--- src/rtl/fixed_accum.sv ---
// Saturating Q32.10 vector accumulator: sums elements until in_last, then holds
// the sum, element count and sticky saturation flag until downstream accepts it.
module fixed_accum #(
    parameter int DATA_W = 43,
    parameter int CNT_W  = 16
) (
    input  logic              clk,
    input  logic              reset,
    input  logic              in_valid,
    input  logic [DATA_W-1:0] in_data,
    input  logic              in_last,
    output logic              in_ready,
    output logic              out_valid,
    input  logic              out_ready,
    output logic [DATA_W-1:0] out_data,
    output logic [CNT_W-1:0]  out_count,
    output logic              out_sat
);

    typedef enum logic {
        ACCUM = 1'b0,
        HOLD  = 1'b1
    } state_t;

    localparam logic [DATA_W-1:0] DATA_MIN     = {1'b1, {(DATA_W-1){1'b0}}};
    localparam logic [DATA_W-1:0] DATA_POS_LIM = {1'b0, {(DATA_W-1){1'b1}}};
    localparam logic [DATA_W-1:0] DATA_NEG_LIM = {1'b1, {(DATA_W-2){1'b0}}, 1'b1};
    localparam logic signed [DATA_W:0] SUM_MAX = {2'b00, {(DATA_W-1){1'b1}}};
    localparam logic signed [DATA_W:0] SUM_MIN = {2'b11, {(DATA_W-2){1'b0}}, 1'b1};

    state_t              state;
    logic [DATA_W-1:0]   acc;
    logic [CNT_W-1:0]    cnt;
    logic                sat;

    logic [DATA_W-1:0]   d_eff;
    logic signed [DATA_W:0] sum;
    logic [DATA_W-1:0]   acc_next;
    logic                add_sat;
    logic [CNT_W-1:0]    cnt_next;

    // The most negative code is folded onto -MAX so the range stays symmetric.
    always_comb begin
        add_sat  = 1'b0;
        d_eff    = in_data;
        if (in_data == DATA_MIN) begin
            d_eff   = DATA_NEG_LIM;
            add_sat = 1'b1;
        end
        sum      = {acc[DATA_W-1], acc} + {d_eff[DATA_W-1], d_eff};
        acc_next = sum[DATA_W-1:0];
        if (sum > SUM_MAX) begin
            acc_next = DATA_POS_LIM;
            add_sat  = 1'b1;
        end else if (sum < SUM_MIN) begin
            acc_next = DATA_NEG_LIM;
            add_sat  = 1'b1;
        end
        cnt_next = (cnt == '1) ? cnt : cnt + CNT_W'(1);
    end

    always_ff @(posedge clk) begin
        if (reset) begin
            state <= ACCUM;
            acc   <= '0;
            cnt   <= '0;
            sat   <= 1'b0;
        end else begin
            case (state)
                ACCUM: begin
                    if (in_valid) begin
                        acc <= acc_next;
                        cnt <= cnt_next;
                        sat <= sat | add_sat;
                        if (in_last)
                            state <= HOLD;
                    end
                end
                HOLD: begin
                    if (out_ready) begin
                        acc   <= '0;
                        cnt   <= '0;
                        sat   <= 1'b0;
                        state <= ACCUM;
                    end
                end
                default: state <= ACCUM;
            endcase
        end
    end

    assign in_ready  = (state == ACCUM);
    assign out_valid = (state == HOLD);
    assign out_data  = acc;
    assign out_count = cnt;
    assign out_sat   = sat;

endmodule

--- config.mk ---
export PLATFORM = sky130hd
export DESIGN_NAME = fixed_accum
export DESIGN_NICKNAME = d
export VERILOG_FILES = /design/src/rtl/fixed_accum.sv
export SDC_FILE = /design/constraint.sdc
export NUM_CORES = 1
export LEC_CHECK = 0
export BUFFER_PORTS_ARGS = -buffer_cell sky130_fd_sc_hd__clkbuf_2
export CAP_MARGIN = 30
export CORE_ASPECT_RATIO = 1.5
export CORE_MARGIN = 2
export CORE_UTILIZATION = 55
export CTS_CLUSTER_SIZE = 25
export DETAILED_ROUTE_END_ITERATION = 7
export PLACE_DENSITY = 0.79
export SKIP_CTS_REPAIR_TIMING = 1
export SYNTH_ARGS = -nofsm -noshare
export SYNTH_HDL_FRONTEND = slang
export SYNTH_SLANG_ARGS = --single-unit
export TNS_END_PERCENT = 30
--- constraint.sdc ---
create_clock -name clk -period 6.3 [get_ports clk]
set_input_delay 0.945 -clock clk [delete_from_list [all_inputs] [get_ports clk]]
set_output_delay 0.945 -clock clk [all_outputs]
set_load 0.01 [all_outputs]
==> qor.yml, run 1 <==
layout:
  layoutNonFillerInstCount: 1028
  area_growth_pct: 11.72
  num_antenna_cells: 0
  fin_nets: 969
  utilization: 0.6249
  layout_common_cells: "clkbuf_2, nand2_1, a21oi_1, dfxtp_1, nor2_1"
  layout_commonest_cell: "clkbuf_2"
  drive_above_1_share: 0.1918
route:
  routed_wl_um: 19750
  drt_pass1_iterations: 5
  vias: 6734
  drc_errors: 0
  drt_iter0_markers: 604
  drt.antenna.violating_nets: 0
  viasPerCell: 6.551
  routedWlPerCell_um: 19.21
worst_setup_path:
  crit_path_start_kind: "input port"
  worst_setup_path_end_kind: "flop"
  worstPathCellList: "clkbuf_2, nor4_1, nand4_1, nor3_1, or2_2, ha_1, fa_1, a211oi_2, o211ai_1, a41oi_1, a211oi_1, xnor2_1, nand2_1, or4_1, or4_1, or4_1, buf_4, a31o_1"
  crit_family: "simple AND/OR/NAND/NOR gates"
  cp_common_cell: "or4_1"
  slowest_stage: "nor4_1"
  crit_buf_inv: 2
  cp.arrival_ns: 6.02
  required_ns: 6.52
  cp_max_fo: 17
  path_class: "input port to flop"
  cpPeakStageDelay_ns: 0.59
cts:
  clk_path_buf_depth: 2
  clock_latency_ns: 0.34
  root_buffer: "clkbuf_16"
  cts_buffers: 9
  tritoncts: "built"
  cts_max_level: 3
  cts_sinks: 61
  cts.clk_slew.worst_paths_ns: 0.06
sta:
  setup_violations: 0
  worst_pin_slew_ns: 1.024
  slew_headroom: 0.3086
  holdWs_ns: 0.4959
  finalClockSkew_ns: 0.009667
  fin_tns_setup_ns: 0
  postLayoutSetupSlackWorst_ns: 0.4994
  finalCritPeriodShare: 0.9207
  fmaxAchievable_mhz: 172.4
  period_needed_ns: 5.801
  rsz0062_at_grt: "false"
  final_hold_viol_count: 0
  finalMaxSlewViolations: 0
synth:
  seq_area_frac_synth: 0.1996
  yosysWarnings: 0
  ys_types: 76
  syn_nets: 931
  synth_cells: 838
  synth_area_sq_mm: 0.006118
  synth_edf_count: 0
  syn_avg_cell_area_sq_um: 7.301
  synth_area_leaders: "dfxtp_1, ha_1, nand2_1"
  ys_async_sr_fraction: 0
  synth_top_area_frac: 0.1996
  ys.flop_type: "dfxtp_1"
  synth_seq_cells: 61
  synth_top_area_cell: "dfxtp_1"
global_routing:
  gr-usage-all-layers: 0.3247
  grt_pass1_wl_um: 31660
  grt_max_degree: 41
  overflow: 0
  grt_pass1_vias: 6282
  antenna_found_initial: 0
place:
  dp_hpwl_um: 15100
  dp_cells: 1012
  portBuffers: 109
  pre_cts_slack_ns: 0.2976
  place_congestion: 0.9969
floorplanning:
  dieWidth_um: 90.12
  row_count: 47
  initial_core_util: 0.5594
  dieArea_sq_mm: 0.01200
  chipHeight_um: 133.2
  ios: 110
  core_area_sq_mm: 0.01094
power:
  powerDensity_mw_per_mm2: 488.6
  power_leakage_nw: 3.005
  ir_worst_vdd_v: 0.0002954
run_status:
  outcome: "finished clean"
flow_run:
  max-cap-violations: 0
hold_path:
  min_path_type: "flop to flop"
-- where the power goes --
part | internal [mW] | switching, mW
Combinational | 0.835 | 1.40
Clock | 0.268 | 0.197
Sequential | 0.507 | 0.129
Total | 1.61 | 1.73
-- final timing paths --
kind | start | slack, ns | to | depth (start not counted)
hold reg to reg | out_data[42] | 0.50 | out_data[42] | 2
hold / removal | out_data[42] | 0.50 | out_data[42] | 2
setup reg to reg | out_data[0] | 1.84 | out_data[32] | 13
setup / recovery | in_data[21] | 0.50 | out_data[32] | 18
-- state kept, by name, indices dropped and copies added (netlist names) --
signal and count:
out_count 16, out_data 43, out_valid 1, out_sat 1
-- cells in the mapped netlist (9+ instances only) --
library cell	n
nand2_1	106
inv_1	13
clkbuf_1	79
nand3_1	39
nor3_1	14
xor2_1	15
nor4_1	15
ha_1	44
xnor2_1	30
nand4_1	26
buf_2	10
a221oi_1	14
dfxtp_1	61
or3_1	9
o21ai_0	40
a21o_1	33
a21oi_1	67
a2111oi_0	13
nor2_1	52
a31o_1	15
a31oi_1	10
-- layer usage --
layer	share of wire	GRT usage	wire [um]
met5	0	0	0
met4	0.069	0.2274	1360
met3	0.078	0.05826	1547
met2	0.47	0.5405	9264
met1	0.38	0.3763	7579
-- worst min-delay path, cell delays in order, from the launching register on --
cell     delay, ns
dfxtp_1       0.33
nand3_1       0.07
a21oi_1       0.06
-- stage by stage --
stage | power [mW] | area (sq um)
6_report | 3.340 | 6835
5_1_grt | 3.570 | 6835
4_1_cts | 3.283 | 6835
3_5_place_dp | 2.806 | 6560
3_3_place_gp | 2.791 | 6560
2_1_floorplan | 2.212 | 6118
-- cell type report --
| cell class | instances | area, sq um |
|---|---|---|
| multi-input cells | 669 | 4463 |
| fillers | 1039 | 4103 |
| inverters | 13 | 48.80 |
| flip-flops and latches | 61 | 1221 |
| well taps | 147 | 183.9 |
| clock inverters | 7 | 50.05 |
| repair buffers | 122 | 643.1 |
| clock buffers | 9 | 225.2 |
-- cells by family after synthesis --
group / Yosys count / synth area share
simple gates: 302 / 0.2405
compound gates: 271 / 0.3178
buf+inv: 108 / 0.07444
flops: 61 / 0.1996
fa+ha+maj: 46 / 0.09489
xor+xnor: 45 / 0.06442
mux: 5 / 0.008385
No activity file was read; power rests on OpenSTA's default activity.
==> run 2: changes to the inputs <==
--- a/config.mk
+++ b/config.mk
@@ -5,14 +5,15 @@
 export SDC_FILE = /design/constraint.sdc
 export NUM_CORES = 1
 export LEC_CHECK = 0
-export BUFFER_PORTS_ARGS = -buffer_cell sky130_fd_sc_hd__clkbuf_2
 export CAP_MARGIN = 30
 export CORE_ASPECT_RATIO = 1.5
 export CORE_MARGIN = 2
 export CORE_UTILIZATION = 55
 export CTS_CLUSTER_SIZE = 25
 export DETAILED_ROUTE_END_ITERATION = 7
-export PLACE_DENSITY = 0.79
+export DONT_BUFFER_PORTS = 1
+export PLACE_DENSITY = 0.7
+export REMOVE_ABC_BUFFERS = 1
 export SKIP_CTS_REPAIR_TIMING = 1
 export SYNTH_ARGS = -nofsm -noshare
 export SYNTH_HDL_FRONTEND = slang
==> constraint.sdc (replaced) <==
create_clock -name clk -period 7.4 [get_ports clk]
set_input_delay 1.11 -clock clk [delete_from_list [all_inputs] [get_ports clk]]
set_output_delay 1.11 -clock clk [all_outputs]
set_load 0.01 [all_outputs]
==> run 2 against run 1 <==
Total power fell by 17%; critical path depth fell by 2; clock skew fell by 0.0026 ns; clock power fell by 13%; sequential share of layout area rose by 1.7 points; final area fell by 8.5%; final cell count fell by 11%; non-clock buffer count fell by 114; combinational power fell by 21%; clock-buffer cell count did not move; worst setup slack improved by 0.80 ns; first-iteration DRC count fell by 9.6%; critical endpoint is now out_data[18]; largest cell class unchanged.
==> qor.yml, run 2 (same netlist as run 1, synthesis figures left out) <==
run_status:
  outcome: "finished clean"  # unchanged
route:
  routed_wl_um: 20820  # was 19,750 um
  viasPerCell: 7.049  # was 6.551
  vias: 6443  # was 6,734
  drc_errors: 0  # unchanged
  drt_pass1_iterations: 5  # unchanged
  drt.antenna.violating_nets: 0  # unchanged
  drt_iter0_markers: 546  # was 604
  routedWlPerCell_um: 22.77  # was 19.21 um
layout:
  area_growth_pct: 2.229  # was 11.72%
  layout_common_cells: "nand2_1, a21oi_1, dfxtp_1, nor2_1, ha_1"  # was clkbuf_2, nand2_1, a21oi_1, dfxtp_1, nor2_1
  multi_input_comb_area_sq_mm: 0.004461  # was 0.004463 sq mm
  num_antenna_cells: 0  # unchanged
  stdcell_area_sq_mm: 0.006255  # was 0.006835 sq mm
  fin_nets: 855  # was 969
  layout_commonest_cell: "nand2_1"  # was clkbuf_2
  seq_area_sq_mm: 0.001221  # unchanged
  layoutNonFillerInstCount: 914  # was 1,028
  drive_above_1_share: 0.07040  # was 0.1918
  n_fill_cell: 1061  # was 1,039
  largest_reg_flops: 43  # unchanged
hold_path:
  min_path_type: "flop to flop"  # unchanged
  hp-start: "out_data[39]"  # was out_data[42]
  min_to: "out_data[39]"  # was out_data[42]
  hold_depth: 2  # unchanged
flow_run:
  max-cap-violations: 0  # unchanged
worst_setup_path:
  slowest_stage: "or4_1"  # was nor4_1
  cp_max_fo: 17  # unchanged
  reg2reg_slack_ns: 2.52  # was 1.84 ns
  path_class: "input port to flop"  # unchanged
  cp.arrival_ns: 6.33  # was 6.02 ns
  worst_setup_path_end_kind: "flop"  # unchanged
  r2r-start: "out_data[0]"  # unchanged
  rr_endpoint: "out_data[18]"  # was out_data[32]
  crit_path_start_kind: "input port"  # unchanged
  ff2ff_path_depth: 12  # was 13
  cpPeakStageDelay_ns: 0.85  # was 0.59 ns
  worstPathCellList: "nor4_1, nand4_1, nor3_1, or2_2, ha_1, fa_1, a211oi_2, o211ai_1, a41oi_1, a211oi_1, xnor2_1, nand2_1, or4_1, or4_1, or4_1, a31o_1"  # was clkbuf_2, nor4_1, nand4_1, nor3_1, or2_2, ha_1, fa_1, a211oi_2, o211ai_1, a41oi_1, a211oi_1, xnor2_1, nand2_1, or4_1, or4_1, or4_1, buf_4, a31o_1
  required_ns: 7.62  # was 6.52 ns
  cp_common_cell: "or4_1"  # unchanged
sta:
  rsz0062_at_grt: "false"  # unchanged
  period_needed_ns: 6.105
  final_hold_viol_count: 0  # unchanged
  finalMaxSlewViolations: 0  # unchanged
  fmaxAchievable_mhz: 163.8
  slew_headroom: 0.3738  # was 0.3086
  finalCritPeriodShare: 0.8250
  worst_pin_slew_ns: 0.9392  # was 1.024 ns
  fin_tns_setup_ns: 0  # unchanged
  setup_violations: 0  # unchanged
  finalClockSkew_ns: 0.007091  # was 0.009667 ns
place:
  place_congestion: 0.9869  # was 0.9969
  dp_cells: 897  # was 1,012
  dp_hpwl_um: 15880  # was 15,100 um
  place_area_sq_mm: 0.005971  # was 0.006560 sq mm
  portBuffers: 0  # was 109
floorplanning:
  core_area_sq_mm: 0.01094  # unchanged
  initial_core_util: 0.5594  # unchanged
  chipHeight_um: 133.2  # unchanged
  row_count: 47  # unchanged
  dieArea_sq_mm: 0.01200  # unchanged
  ios: 110  # unchanged
  dieWidth_um: 90.12  # unchanged
cts:
  tritoncts: "built"  # unchanged
  cts_max_level: 3  # unchanged
  root_buffer: "clkbuf_16"  # unchanged
  cts_sinks: 61  # unchanged
  clk_path_buf_depth: 2  # unchanged
  cts_buffers: 9  # unchanged
  cts.clk_slew.worst_paths_ns: 0.06  # about the same
  clock_latency_ns: 0.34  # about the same
global_routing:
  overflow: 0  # unchanged
  antenna_found_initial: 0  # unchanged
  grt_pass1_vias: 6322  # was 6,282
  gr-usage-all-layers: 0.3346  # was 0.3247
  grt_max_degree: 41  # unchanged
  grt_pass1_wl_um: 32370  # was 31,660 um
power:
  power_leakage_nw: 2.498  # was 3.005 nW
  powerDensity_mw_per_mm2: 443.5  # was 488.6 mW/mm^2
  ir_worst_vdd_v: 0.0003032  # was 0.0002954 V
-- run 2: cell types whose count changed in the layout (fill, tap and decap cells not counted) --
cell	before	now
buf_4	13	7
clkinv_2	3	2
clkinvlp_4	0	2
nor2_1	50	51
inv_6	2	1
nor2_2	2	1
clkbuf_2	109	0
clkdlybuf4s15_2	0	1
-- run 2: where the power goes --
| part | switching (mW) | leakage (nW) | internal (mW) |
|---|---|---|---|
| clock network | 0.175 | 0.132 | 0.228 |
| registers | 0.169 | 0.502 | 0.432 |
| logic | 1.14 | 1.86 | 0.633 |
| total | 1.48 | 2.50 | 1.29 |
-- run 2: metrics by stage --
stage	power [mW]	setup WS (ns)	utilization	hold slack, ns
3_3_place_gp	2.282	1.205	0.5448	0.5210
3_5_place_dp	2.302	1.131	0.5459	0.5293
5_1_grt	2.924	1.132	0.5718	0.5472
6_report	2.774	1.295	0.5718	0.5328
4_1_cts	2.716	1.446	0.5712	0.5376
2_1_floorplan	1.838	1.802	-	0.4980
-- run 2: worst max-delay path: cells and delay by family --
family / cells / cell delay (ns)
simple gates: 8 / 3.29
compound gates: 5 / 1.19
fa+ha+maj: 2 / 0.48
xor+xnor: 1 / 0.25
-- run 2: worst max path at each step --
stage / startpoint / to / slack, ns / cells past startpoint
2_1_floorplan: in_data[21] / out_data[13] / 1.80 / 11
3_3_place_gp: in_data[21] / out_data[34] / 1.20 / 16
3_5_place_dp: in_data[21] / out_data[34] / 1.13 / 16
4_1_cts: in_data[21] / out_data[18] / 1.45 / 16
5_1_grt: in_data[21] / out_data[19] / 1.13 / 16
6_report: in_data[21] / out_data[18] / 1.29 / 16
-- run 2: routing by layer --
layer / up-vias / global-route usage / wire (um)
li1: 2956 / - / -
met1: 3035 / 0.3756 / 7678
met2: 372 / 0.5760 / 10060
met3: 80 / 0.07919 / 1945
met4: 0 / 0.1957 / 1127
met5: - / 0 / 0
-- run 2: layout make-up --
type	instances	share of cell area
multi-input combinational	669	0.7131
sequential	61	0.1952
tap	147	0.02941
timing repair buffer	8	0.01020
inverter	13	0.007802
clock buffer	9	0.03601
clock inverter	7	0.008202
==> run 3: changes to the inputs <==
--- a/config.mk
+++ b/config.mk
@@ -12,7 +12,7 @@
 export CTS_CLUSTER_SIZE = 25
 export DETAILED_ROUTE_END_ITERATION = 7
 export DONT_BUFFER_PORTS = 1
-export PLACE_DENSITY = 0.7
+export PLACE_DENSITY = 0.73
 export REMOVE_ABC_BUFFERS = 1
 export SKIP_CTS_REPAIR_TIMING = 1
 export SYNTH_ARGS = -nofsm -noshare
==> constraint.sdc (replaced) <==
create_clock -name clk -period 5.2 [get_ports clk]
set_input_delay 0.78 -clock clk [delete_from_list [all_inputs] [get_ports clk]]
set_output_delay 0.78 -clock clk [all_outputs]
set_load 0.01 [all_outputs]
==> run 3 against run 2 <==
Core utilization increased by 3.9 points; clock skew increased by 0.00051 ns; critical path depth unchanged; non-clock buffer count increased by 47; clock power increased by 45%; sequential share of layout area decreased by 1.3 points; clock-buffer cell count unchanged; global-route usage increased by 1.2 points; total power increased by 55%; sequential cell count unchanged; combinational power increased by 62%; register-to-register slack got worse by 1.8 ns.
==> qor.yml, run 3 (same netlist as run 1, synthesis figures left out) <==
worst_setup_path:
  rr_endpoint: "out_data[17]"  # was out_data[18]
  crit_path_start_kind: "input port"  # unchanged
  path_class: "input port to flop"  # unchanged
  r2r-start: "out_data[0]"  # unchanged
  reg2reg_slack_ns: 0.75  # was 2.52 ns
  cp_max_fo: 12  # was 17
  worst_setup_path_end_kind: "flop"  # unchanged
  cp.arrival_ns: 5.37  # was 6.33 ns
  required_ns: 5.44  # was 7.62 ns
  ff2ff_path_depth: 13  # was 12
floorplanning:
  row_count: 47  # unchanged
  dieWidth_um: 90.12  # unchanged
  ios: 110  # unchanged
  core_area_sq_mm: 0.01094  # unchanged
  chipHeight_um: 133.2  # unchanged
  dieArea_sq_mm: 0.01200  # unchanged
  initial_core_util: 0.5594  # unchanged
layout:
  area_growth_pct: 9.264  # was 2.229%
  seq_area_sq_mm: 0.001221  # unchanged
  utilization: 0.6112  # was 0.5718
  layout_common_cells: "nand2_1, a21oi_1, dfxtp_1, buf_4, nor2_1"  # was nand2_1, a21oi_1, dfxtp_1, nor2_1, ha_1
  stdcell_area_sq_mm: 0.006685  # was 0.006255 sq mm
  largest_reg_flops: 43  # unchanged
  multi_input_comb_area_sq_mm: 0.004538  # was 0.004461 sq mm
  fin_nets: 902  # was 855
  n_fill_cell: 1067  # was 1,061
  layoutNonFillerInstCount: 961  # was 914
  num_antenna_cells: 0  # unchanged
  layout_commonest_cell: "nand2_1"  # unchanged
  drive_above_1_share: 0.1376  # was 0.07040
route:
  vias: 6563  # was 6,443
  drt.antenna.violating_nets: 0  # unchanged
  routedWlPerCell_um: 22.08  # was 22.77 um
  drt_iter0_markers: 492  # was 546
  drt_pass1_iterations: 7  # was 5
  drc_errors: 0  # unchanged
  routed_wl_um: 21220  # was 20,820 um
  viasPerCell: 6.829  # was 7.049
place:
  place_area_sq_mm: 0.006312  # was 0.005971 sq mm
  dp_hpwl_um: 16350  # was 15,880 um
  portBuffers: 0  # unchanged
  dp_cells: 943  # was 897
  place_congestion: 1.024  # was 0.9869
power:
  fin_total_pwr_mw: 4.303  # was 2.774 mW
  ir_worst_vdd_v: 0.0003243  # was 0.0003032 V
  power_leakage_nw: 2.745  # was 2.498 nW
  powerDensity_mw_per_mm2: 643.7  # was 443.5 mW/mm^2
flow_run:
  max-cap-violations: 0  # unchanged
hold_path:
  min_to: "out_data[0]"  # was out_data[39]
  hp-start: "reset"  # was out_data[39]
  min_path_type: "input port to flop"  # was flop to flop
  hold_depth: 1  # was 2
cts:
  clock_latency_ns: 0.35  # was 0.34 ns
  root_buffer: "clkbuf_16"  # unchanged
  clk_path_buf_depth: 2  # unchanged
  cts.clk_slew.worst_paths_ns: 0.06  # about the same
  tritoncts: "built"  # unchanged
  cts_sinks: 61  # unchanged
  cts_buffers: 9  # unchanged
  cts_max_level: 3  # unchanged
sta:
  holdWs_ns: 0.5011  # was 0.5328 ns
  finalMaxSlewViolations: 0  # unchanged
  worst_pin_slew_ns: 0.9630  # was 0.9392 ns
  slew_headroom: 0.3580  # was 0.3738
  finalClockSkew_ns: 0.007603  # was 0.007091 ns
  finalCritPeriodShare: 0.9868
  period_needed_ns: 5.132
  final_hold_viol_count: 0  # unchanged
  fmaxAchievable_mhz: 194.9
  setup_violations: 0  # unchanged
global_routing:
  grt_pass1_vias: 6406  # was 6,322
  antenna_found_initial: 0  # unchanged
  grt_pass1_wl_um: 33340  # was 32,370 um
  overflow: 0  # unchanged
  grt_max_degree: 41  # unchanged
  gr-usage-all-layers: 0.3463  # was 0.3346
run_status:
  outcome: "finished clean"  # unchanged
-- run 3: cell count changes in the layout (fill, tap and decap cells not counted), sizes merged --
cell	delta
clkdlybuf4s15	-1
buf	+48
-- run 3: cell type report --
type / count / area share
clock inverters: 7 / 0.007674
flip-flops and latches: 61 / 0.1827
multi-input cells: 669 / 0.6788
inverters: 13 / 0.007299
repair buffers: 55 / 0.06232
clock buffers: 9 / 0.03369
well taps: 147 / 0.02751
-- run 3: per-stage QoR --
step                setup TNS, ns  setup slack, ns
floorplan                 -0.8316         -0.06762
finish                          0          0.06846
CTS                        -2.865          -0.1923
global route              -0.1457         -0.02466
detailed placement         -8.340          -0.5125
global placement           -5.189          -0.3215
-- run 3: how the worst max path moves through the flow --
stage	cells after the start	end	from	slack (ns)
finish	16	out_data[17]	in_data[9]	0.07
global route	18	out_data[29]	in_data[34]	-0.02
CTS	16	out_data[17]	in_data[21]	-0.19
detailed placement	16	out_data[18]	in_data[21]	-0.51
global placement	16	out_data[28]	in_data[21]	-0.32
floorplan	11	out_data[13]	in_data[21]	-0.07
-- run 3: critical path, cell delays in order --
cell	delay, ns
nor4_1	0.49
nand4_1	0.22
nor3_2	0.23
or2_2	0.14
ha_1	0.19
fa_2	0.49
nor3_4	0.21
o21ai_1	0.10
a211o_1	0.25
nor3_1	0.19
o2111ai_1	0.13
or4_4	0.51
or4_1	0.54
or4_4	0.54
buf_6	0.17
a31o_1	0.18
-- run 3: metal layers --
layer | vias up | GRT usage | routed length, um
met5 | - | 0 | 0
met4 | 0 | 0.1795 | 1218
met3 | 91 | 0.09333 | 1723
met2 | 332 | 0.6061 | 10370
met1 | 3095 | 0.3828 | 7899
li1 | 3045 | - | -
-- run 3: report_power, final --
| group | internal, mW | switching, mW |
|---|---|---|
| Sequential | 0.614 | 0.241 |
| Combinational | 1.17 | 1.70 |
| Clock | 0.324 | 0.261 |
